**src/rtl/fifo_rd_pkg.sv**
```systemverilog
// Shared definitions for the FIFO read-side stream adapter.
// Holds the default widths, the skid-buffer depth and the occupancy type.
package fifo_rd_pkg;

  localparam int DEFAULT_DATA_WIDTH = 8;
  localparam int DEFAULT_CNT_WIDTH  = 16;

  // Skid-buffer occupancy: 0, 1 or 2 entries.
  typedef logic [1:0] occ_t;

  localparam occ_t SKID_DEPTH = 2'd2;

endpackage : fifo_rd_pkg

```
**src/rtl/fifo_rd_stream_skid.sv**
```systemverilog
// Two-entry valid/ready skid buffer.
// Ports:
//   clk, rst_n : clock and asynchronous active-low reset
//   flush      : synchronous clear of the occupancy (overrides push and accept)
//   push       : write wdata into the buffer this cycle
//   wdata      : word to store
//   ready      : downstream accept
//   acc        : valid && ready (a word leaves the head this cycle)
//   valid      : buffer holds at least one word
//   data       : head entry (buf0), registered
//   level      : occupancy, 0..2
module skid_buf
  import fifo_rd_pkg::*;
#(
  parameter int DATA_WIDTH = DEFAULT_DATA_WIDTH
) (
  input  logic                  clk,
  input  logic                  rst_n,
  input  logic                  flush,
  input  logic                  push,
  input  logic [DATA_WIDTH-1:0] wdata,
  input  logic                  ready,
  output logic                  acc,
  output logic                  valid,
  output logic [DATA_WIDTH-1:0] data,
  output occ_t                  level
);

  logic [DATA_WIDTH-1:0] buf0_r, buf1_r;
  logic [DATA_WIDTH-1:0] buf0_s, buf1_s;
  occ_t                  cnt_r, cnt_s;

  assign valid = (cnt_r != 2'd0);
  assign acc   = valid && ready;
  assign data  = buf0_r;
  assign level = cnt_r;

  // Next-state for the two entries and the occupancy.
  always_comb begin
    buf0_s = buf0_r;
    buf1_s = buf1_r;
    cnt_s  = cnt_r;
    if (flush) begin
      cnt_s = 2'd0;
    end else begin
      case ({push, acc})
        2'b10: begin
          // Fill the head first; the second slot only when the head is taken.
          if (cnt_r == 2'd0) begin
            buf0_s = wdata;
          end else begin
            buf1_s = wdata;
          end
          cnt_s = cnt_r + 2'd1;
        end
        2'b01: begin
          buf0_s = buf1_r;
          cnt_s  = cnt_r - 2'd1;
        end
        2'b11: begin
          // Only reachable with one entry: replace the head, level unchanged.
          buf0_s = wdata;
        end
        default: begin
          cnt_s = cnt_r;
        end
      endcase
    end
  end

  // Entry and occupancy registers.
  always_ff @(posedge clk or negedge rst_n) begin
    if (!rst_n) begin
      buf0_r <= {DATA_WIDTH{1'b0}};
      buf1_r <= {DATA_WIDTH{1'b0}};
      cnt_r  <= 2'd0;
    end else begin
      buf0_r <= buf0_s;
      buf1_r <= buf1_s;
      cnt_r  <= cnt_s;
    end
  end

endmodule : skid_buf

```
**src/rtl/fifo_rd_stream.sv**
```systemverilog
// Read-side consumer adapter for the asynchronous FIFO (read clock domain).
// Pops first-word-fall-through words into a 2-entry skid buffer and presents
// them on a valid/ready stream, counting delivered words.
// Ports:
//   rclk, rrst_n     : read clock, asynchronous active-low reset
//   rempty, rdata    : FIFO empty flag (synchronized) and head word
//   rinc             : FIFO pop strobe (only combinational output)
//   flush            : synchronous clear of the skid buffer
//   m_valid, m_ready : stream handshake
//   m_data           : stream data (skid-buffer head)
//   level            : skid-buffer occupancy
//   rd_cnt           : words accepted downstream, wrapping
module fifo_rd_stream
  import fifo_rd_pkg::*;
#(
  parameter int DATA_WIDTH = DEFAULT_DATA_WIDTH,
  parameter int CNT_WIDTH  = DEFAULT_CNT_WIDTH
) (
  input  logic                  rclk,
  input  logic                  rrst_n,
  input  logic                  rempty,
  input  logic [DATA_WIDTH-1:0] rdata,
  output logic                  rinc,
  input  logic                  flush,
  output logic                  m_valid,
  input  logic                  m_ready,
  output logic [DATA_WIDTH-1:0] m_data,
  output logic [1:0]            level,
  output logic [CNT_WIDTH-1:0]  rd_cnt
);

  logic                 acc_s;
  occ_t                 cnt_s;
  logic                 rinc_s;
  logic [CNT_WIDTH-1:0] rd_cnt_r;

  // Pop decision ignores m_ready so no combinational path reaches the FIFO
  // from downstream; held low during reset.
  assign rinc_s = rrst_n && !rempty && !flush && (cnt_s < SKID_DEPTH);
  assign rinc   = rinc_s;
  assign level  = cnt_s;
  assign rd_cnt = rd_cnt_r;

  skid_buf #(
    .DATA_WIDTH (DATA_WIDTH)
  ) u_skid (
    .clk   (rclk),
    .rst_n (rrst_n),
    .flush (flush),
    .push  (rinc_s),
    .wdata (rdata),
    .ready (m_ready),
    .acc   (acc_s),
    .valid (m_valid),
    .data  (m_data),
    .level (cnt_s)
  );

  // Delivered-word counter; a flush cycle never counts.
  always_ff @(posedge rclk or negedge rrst_n) begin
    if (!rrst_n) begin
      rd_cnt_r <= {CNT_WIDTH{1'b0}};
    end else if (acc_s && !flush) begin
      rd_cnt_r <= rd_cnt_r + {{(CNT_WIDTH-1){1'b0}}, 1'b1};
    end else begin
      rd_cnt_r <= rd_cnt_r;
    end
  end

endmodule : fifo_rd_stream

```
**config.mk**
```make
export PLATFORM = sky130hd
export DESIGN_NAME = fifo_rd_stream
export DESIGN_NICKNAME = d
export VERILOG_FILES = /design/src/rtl/fifo_rd_pkg.sv /design/src/rtl/fifo_rd_stream_skid.sv /design/src/rtl/fifo_rd_stream.sv
export SDC_FILE = /design/constraint.sdc
export NUM_CORES = 1
export LEC_CHECK = 0
export BUFFER_PORTS_ARGS = -buffer_cell sky130_fd_sc_hd__buf_4
export CORE_MARGIN = 10
export CORE_UTILIZATION = 55
export CTS_BUF_LIST = sky130_fd_sc_hd__clkbuf_16
export DETAILED_ROUTE_END_ITERATION = 8
export PLACE_DENSITY = 0.8
export SETUP_SLACK_MARGIN = 0.4
export SYNTH_ARGS = -nofsm -noshare
export SYNTH_HDL_FRONTEND = slang
export SYNTH_SLANG_ARGS = --single-unit
export TNS_END_PERCENT = 100
```
**constraint.sdc**
```tcl
create_clock -name rclk -period 2.68 [get_ports rclk]
set_clock_uncertainty 0.05 [all_clocks]
set_input_delay 0.402 -clock rclk [delete_from_list [all_inputs] [get_ports rclk]]
set_output_delay 0.402 -clock rclk [all_outputs]
set_load 0.01 [all_outputs]
```
# == Yosys cells after proc, flatten, opt, wreduce, memory -nomap -nowiden ==
# Cells that the tools add are included.
# Widths: inputs -> output; s select.
# op_classes
magnitude_cmp,1
n_bitwise,2
n_eq_ne,4
n_mux,4
n_reduce_logical,13
n_addsub,3
# ops
op,count
$pmux 8 s3,1
$add 16x1->16 const B,1
$mux 8,1
$reduce_and 3->1,2
$reduce_bool 3->1,2
$logic_and 1x1->1,5
$eq 2x2->1 const B,2
$pmux 2 s2,1
$add 2x1->2 const B,1
$eq 2x1->1 const B,1
$logic_not 1->1,2
$logic_not 2->1,1
$lt 2x2->1 const B,1
$mux 2,1
$ne 2x1->1 const B,1
$not 1->1,2
$reduce_bool 2->1,1
$sub 2x1->2 const B,1
# word_totals
output_inout_bits,28
reg_bits,34

# == Longest topological paths before layout ==
# logic_depth
word_depth,7
ltp_mapped,5
ltp_nobuf,4

# == Cells and area by module ==
# A second synthesis with hierarchy kept.
# hier_totals
cells_unflattened,134
hier_area_um2,1621.6
# by_module_without_submodules
mod,cells_per_inst,instances,area_per_inst_um2
skid_buf,70,1,840.8
fifo_rd_stream,64,1,780.7

# == Worst setup path before layout ==
# No wires, ideal clock.
# synth_path
path_kind,flip-flop to flip-flop
from,reg u_skid.cnt_r[1] (netlist: u_skid.level[1])
to,reg u_skid.buf1_r[0]
period_less_slack_ns,1.844
stages_incl_launch_ff,5
path_slack_ns,0.836
arrival_time_ns,1.670
required_time_ns,2.505
setup_ns,0.125
path_buffers,1
path_cell_list,dfrtp_1 nor4b_2 o21a_1 buf_4 mux2_2
# synth_between
elab_chain_len,4
elab_cells_between_ends,8
classes_between,order compare: 1; eq/ne: 1; bitwise: 1; reduce/logical: 5
# synth_rtl
element,line_no,source
from (decl),fifo_rd_stream_skid.sv:31,"occ_t cnt_r, cnt_s;"
from (signal assigned),fifo_rd_stream_skid.sv:80,cnt_r <= cnt_s;
$lt 2x2->1,fifo_rd_stream.sv:39,assign rinc_s = rrst_n && !rempty && !flush && (cnt_s < SKID_DEPTH);
$logic_and 1x1->1,fifo_rd_stream.sv:39,
net rinc,fifo_rd_stream.sv:23,"output logic rinc,"
$eq 2x2->1,fifo_rd_stream_skid.sv:46,"case ({push, acc})"
$reduce_and 3->1 (no line),n/a,
to (signal assigned),fifo_rd_stream_skid.sv:75,buf1_r <= {DATA_WIDTH{1'b0}};
to (signal assigned),fifo_rd_stream_skid.sv:79,buf1_r <= buf1_s;
to (decl),fifo_rd_stream_skid.sv:29,"logic [DATA_WIDTH-1:0] buf0_r, buf1_r;"
# The timed path passes the listed nets, and every way through them passes these cells.
# A chain may end at the register's enable or synchronous reset.

# == Worst setup path in the final report ==
# layout_path
from,reg u_skid.cnt_r[1] (netlist: u_skid.level[1])
to,reg u_skid.buf1_r[6]
# layout_between
elab_chain_len,4
elab_cells_between_ends,8
classes_between,order compare: 1; eq/ne: 1; bitwise: 1; reduce/logical: 5
# layout_rtl
element,line_no
$lt 2x2->1 or $reduce_bool 2->1 (tied branches),"fifo_rd_stream.sv:39, fifo_rd_stream_skid.sv:33"
$logic_and 1x1->1 (on tied branches),"fifo_rd_stream.sv:39, fifo_rd_stream_skid.sv:34"
$eq 2x2->1,fifo_rd_stream_skid.sv:46
$reduce_and 3->1 (no line) *,n/a
# Mark *: on every way between the ends. The rest lies on a longest branch, timed or not.

==> results.sh <==
export IMPL_antenna_found_initial=0
export IMPL_synthAdderAreaFrac_pct=0.811
export IMPL_synth_area_mux_share_pct=11.8
export IMPL_timing_final_ws_setup_ps=754
export IMPL_worstReg2RegEnd="u_skid.buf1_r[6]"
export IMPL_yosys_area_share_simple_pct=17.0
export IMPL_totalNegativeSetupSlack_ps=0
export IMPL_numCtsBuffers=5
export IMPL_die_w_um=73.0
export IMPL_pin_count=41
export IMPL_antenna_left=0
export IMPL_drv_cap=0
export IMPL_fillers=198
export IMPL_grt_pass1_vias=1159
export IMPL_setup_violations=0
export IMPL_powerDensity_mw_per_mm2=680
export IMPL_cts_hold_fix_buffers=0
export IMPL_seq_area_frac_synth_pct=55.2
export IMPL_post_route_period_util_pct=71.9
export IMPL_power_leakage_nw=1.00
export IMPL_core_mm2=0.00271
export IMPL_gp_congestion=0.730
export IMPL_syn_area_per_cell_um2=12.1
export IMPL_path_clk_slew_ps=50
export IMPL_ir_drop_mv=0.685
export IMPL_multiInputGateArea_um2=673
export IMPL_groute_usage_overall_pct=12.9
export IMPL_p_total_mw=1.37
export IMPL_endpoint_kind="flip-flop"
export IMPL_hold_viol=0
export IMPL_yosysWarnings=0
export IMPL_hold_ws_ps=121
export IMPL_die_area_mm2=0.00532
export IMPL_firstDrtPassIters=2
export IMPL_die_h_um=73.0
export IMPL_hpwl_um=2400
export IMPL_grt_pass1_wl_um=5410
export IMPL_post_route_min_period_ps=1930
export IMPL_h_tree_depth=2
export IMPL_tightest_slew_ps=535
export IMPL_grt_max_degree=36
export IMPL_reg2reg_from="u_skid.level[1]"
export IMPL_cts_root_buf="clkbuf_16"
export IMPL_final_common_cell="buf_4"
export IMPL_routedWlPerCell_um=15.8
export IMPL_synth_compound_area_share_pct=5.60
export IMPL_synth_net_count=141
export IMPL_vias=1115
export IMPL_ys_types=29
export IMPL_reg2reg_setup_slack_ps=750
export IMPL_layout_nets=187
export IMPL_cts_resized=0
export IMPL_start_util_pct=56.9
export IMPL_wirelength_um=3240
export IMPL_final_cell_mix="buf_4 (41), dfrtp_1 (34), nor2_1 (12)"
export IMPL_arrival_ps=2040
export IMPL_cts_sinks=34
export IMPL_cts_tree="yes"
export IMPL_drive_gt1_share_pct=35.6
export IMPL_crit_required_ps=2790
export IMPL_crit_fanout=9
export IMPL_drt_drc_violations_left=0
export IMPL_row_count=19
export IMPL_startpoint_type="flip-flop"
export IMPL_drt_iter0_drc=79
export IMPL_place_port_buffers=40
export IMPL_synth_xor_area_share_pct=8.52
export IMPL_fin_cells=205
export IMPL_synth_cells=127
export IMPL_ys_seq_elements=34
export IMPL_clock_latency_ps=270
export IMPL_vias_per_cell=5.44
export IMPL_slew_headroom_pct=64.3
export IMPL_layout_area_seq_um2=851
export IMPL_grt_overflow=0
export IMPL_status="finished, final reports clean"
export IMPL_dp_cells=197
export IMPL_pre_cts_slack_ps=758
export IMPL_r2r_cells=3
export IMPL_syn_area_mm2=0.00154
export IMPL_min_path_type="in -> async"
export IMPL_max_freq_mhz=519
export IMPL_drv_slew=0
export IMPL_rsz0062_at_grt="false"
export IMPL_cts_setup_buffers=0
export IMPL_worstSetupPathType="reg -> reg"
export IMPL_syn_to_final_growth_pct=30.4
export IMPL_diodes=0
export IMPL_synth_top_family_by_area="simple AND/OR/NAND/NOR gates"
export IMPL_clock_path_buffers=2
-- cell type report --
class | instances | area share, %
Sequential cell | 34 | 42.3
Timing Repair Buffer | 41 | 15.3
Tap cell | 31 | 1.93
Clock inverter | 3 | 0.808
Multi-Input combinational cell | 91 | 33.5
Clock buffer | 5 | 6.22
-- state kept, by name, summed over array words and instances, names as in the netlist --
register,flops
u_skid.buf1_r,8
u_skid.level,2
u_skid.data,8
rd_cnt,16
-- stage by stage --
step	util, %	area [µm²]
final	74.2	2010
after global placement	69.0	1870
after floorplan	-	1540
after CTS	74.2	2010
after detailed placement	69.0	1870
after global routing	74.2	2010
-- logic make-up (layout without fill, tap and decap cells) --
| kind of cell | count (synthesis) | after routing |
|---|---|---|
| buffers and inverters | 2 | 49 |
| adder cells (fa/ha/maj) | 1 | 1 |
| AND/OR/NAND/NOR | 44 | 44 |
| multiplexers | 17 | 17 |
| AO/OA/AOI/OAI | 14 | 14 |
| XOR/XNOR | 15 | 15 |
| flip-flops | 34 | 34 |
-- cells in the mapped netlist --
cell / instances / area, µm²
nand2_1: 4 / 15.0
nor2b_1: 1 / 6.26
and4_1: 6 / 52.6
buf_4: 1 / 7.51
or4b_4: 1 / 13.8
ha_1: 1 / 12.5
nor4b_2: 1 / 15.0
xor2_1: 8 / 70.1
nor2_1: 12 / 45.0
a21oi_1: 9 / 45.0
o21ai_1: 1 / 5.00
and3b_1: 1 / 8.76
nor3_1: 2 / 10.0
nor3b_1: 1 / 7.51
mux2i_1: 8 / 80.1
or2_2: 1 / 6.26
o21ai_0: 1 / 5.00
dfrtp_1: 34 / 851
buf_6: 1 / 11.3
mux2_2: 9 / 101
nor2_2: 1 / 6.26
a21oi_4: 1 / 16.3
o21a_1: 2 / 15.0
and2_1: 2 / 12.5
nand2b_1: 1 / 6.26
xnor2_1: 7 / 61.3
and3_1: 4 / 25.0
nand3_1: 5 / 25.0
nand4_1: 1 / 6.26
-- where the power goes --
group | internal, mW | leakage [nW] | switching [mW]
combinational | 0.114 | 0.490 | 0.0986
sequential | 0.571 | 0.444 | 0.0437
clock | 0.338 | 0.0672 | 0.203
total | 1.02 | 1.00 | 0.346
-- worst max-delay path by stage --
stage | end | slack (ps) | cells after the start | from
2_1_floorplan | u_skid.buf1_r[0] | 840 | 4 | u_skid.level[1]
3_3_place_gp | u_skid.buf1_r[1] | 790 | 4 | rempty
3_5_place_dp | u_skid.buf1_r[7] | 760 | 4 | rempty
4_1_cts | u_skid.buf1_r[7] | 770 | 3 | u_skid.level[1]
5_1_grt | u_skid.buf1_r[3] | 640 | 3 | u_skid.level[1]
6_report | u_skid.buf1_r[6] | 750 | 3 | u_skid.level[1]
-- layer usage --
layer	up-vias	part of all wire (%)	global-route usage, %
li1	541	-	-
met1	537	41	14.4
met2	30	49	19.9
met3	7	8.9	6.67
met4	0	1.9	6.33
met5	-	0	0
-- worst max-delay path, stage by stage (launching register included) --
cell	delay, ps
dfrtp_1	460
nor4b_2	500
o21a_1	410
mux2_2	380
No activity file was read; power rests on OpenSTA's default activity.
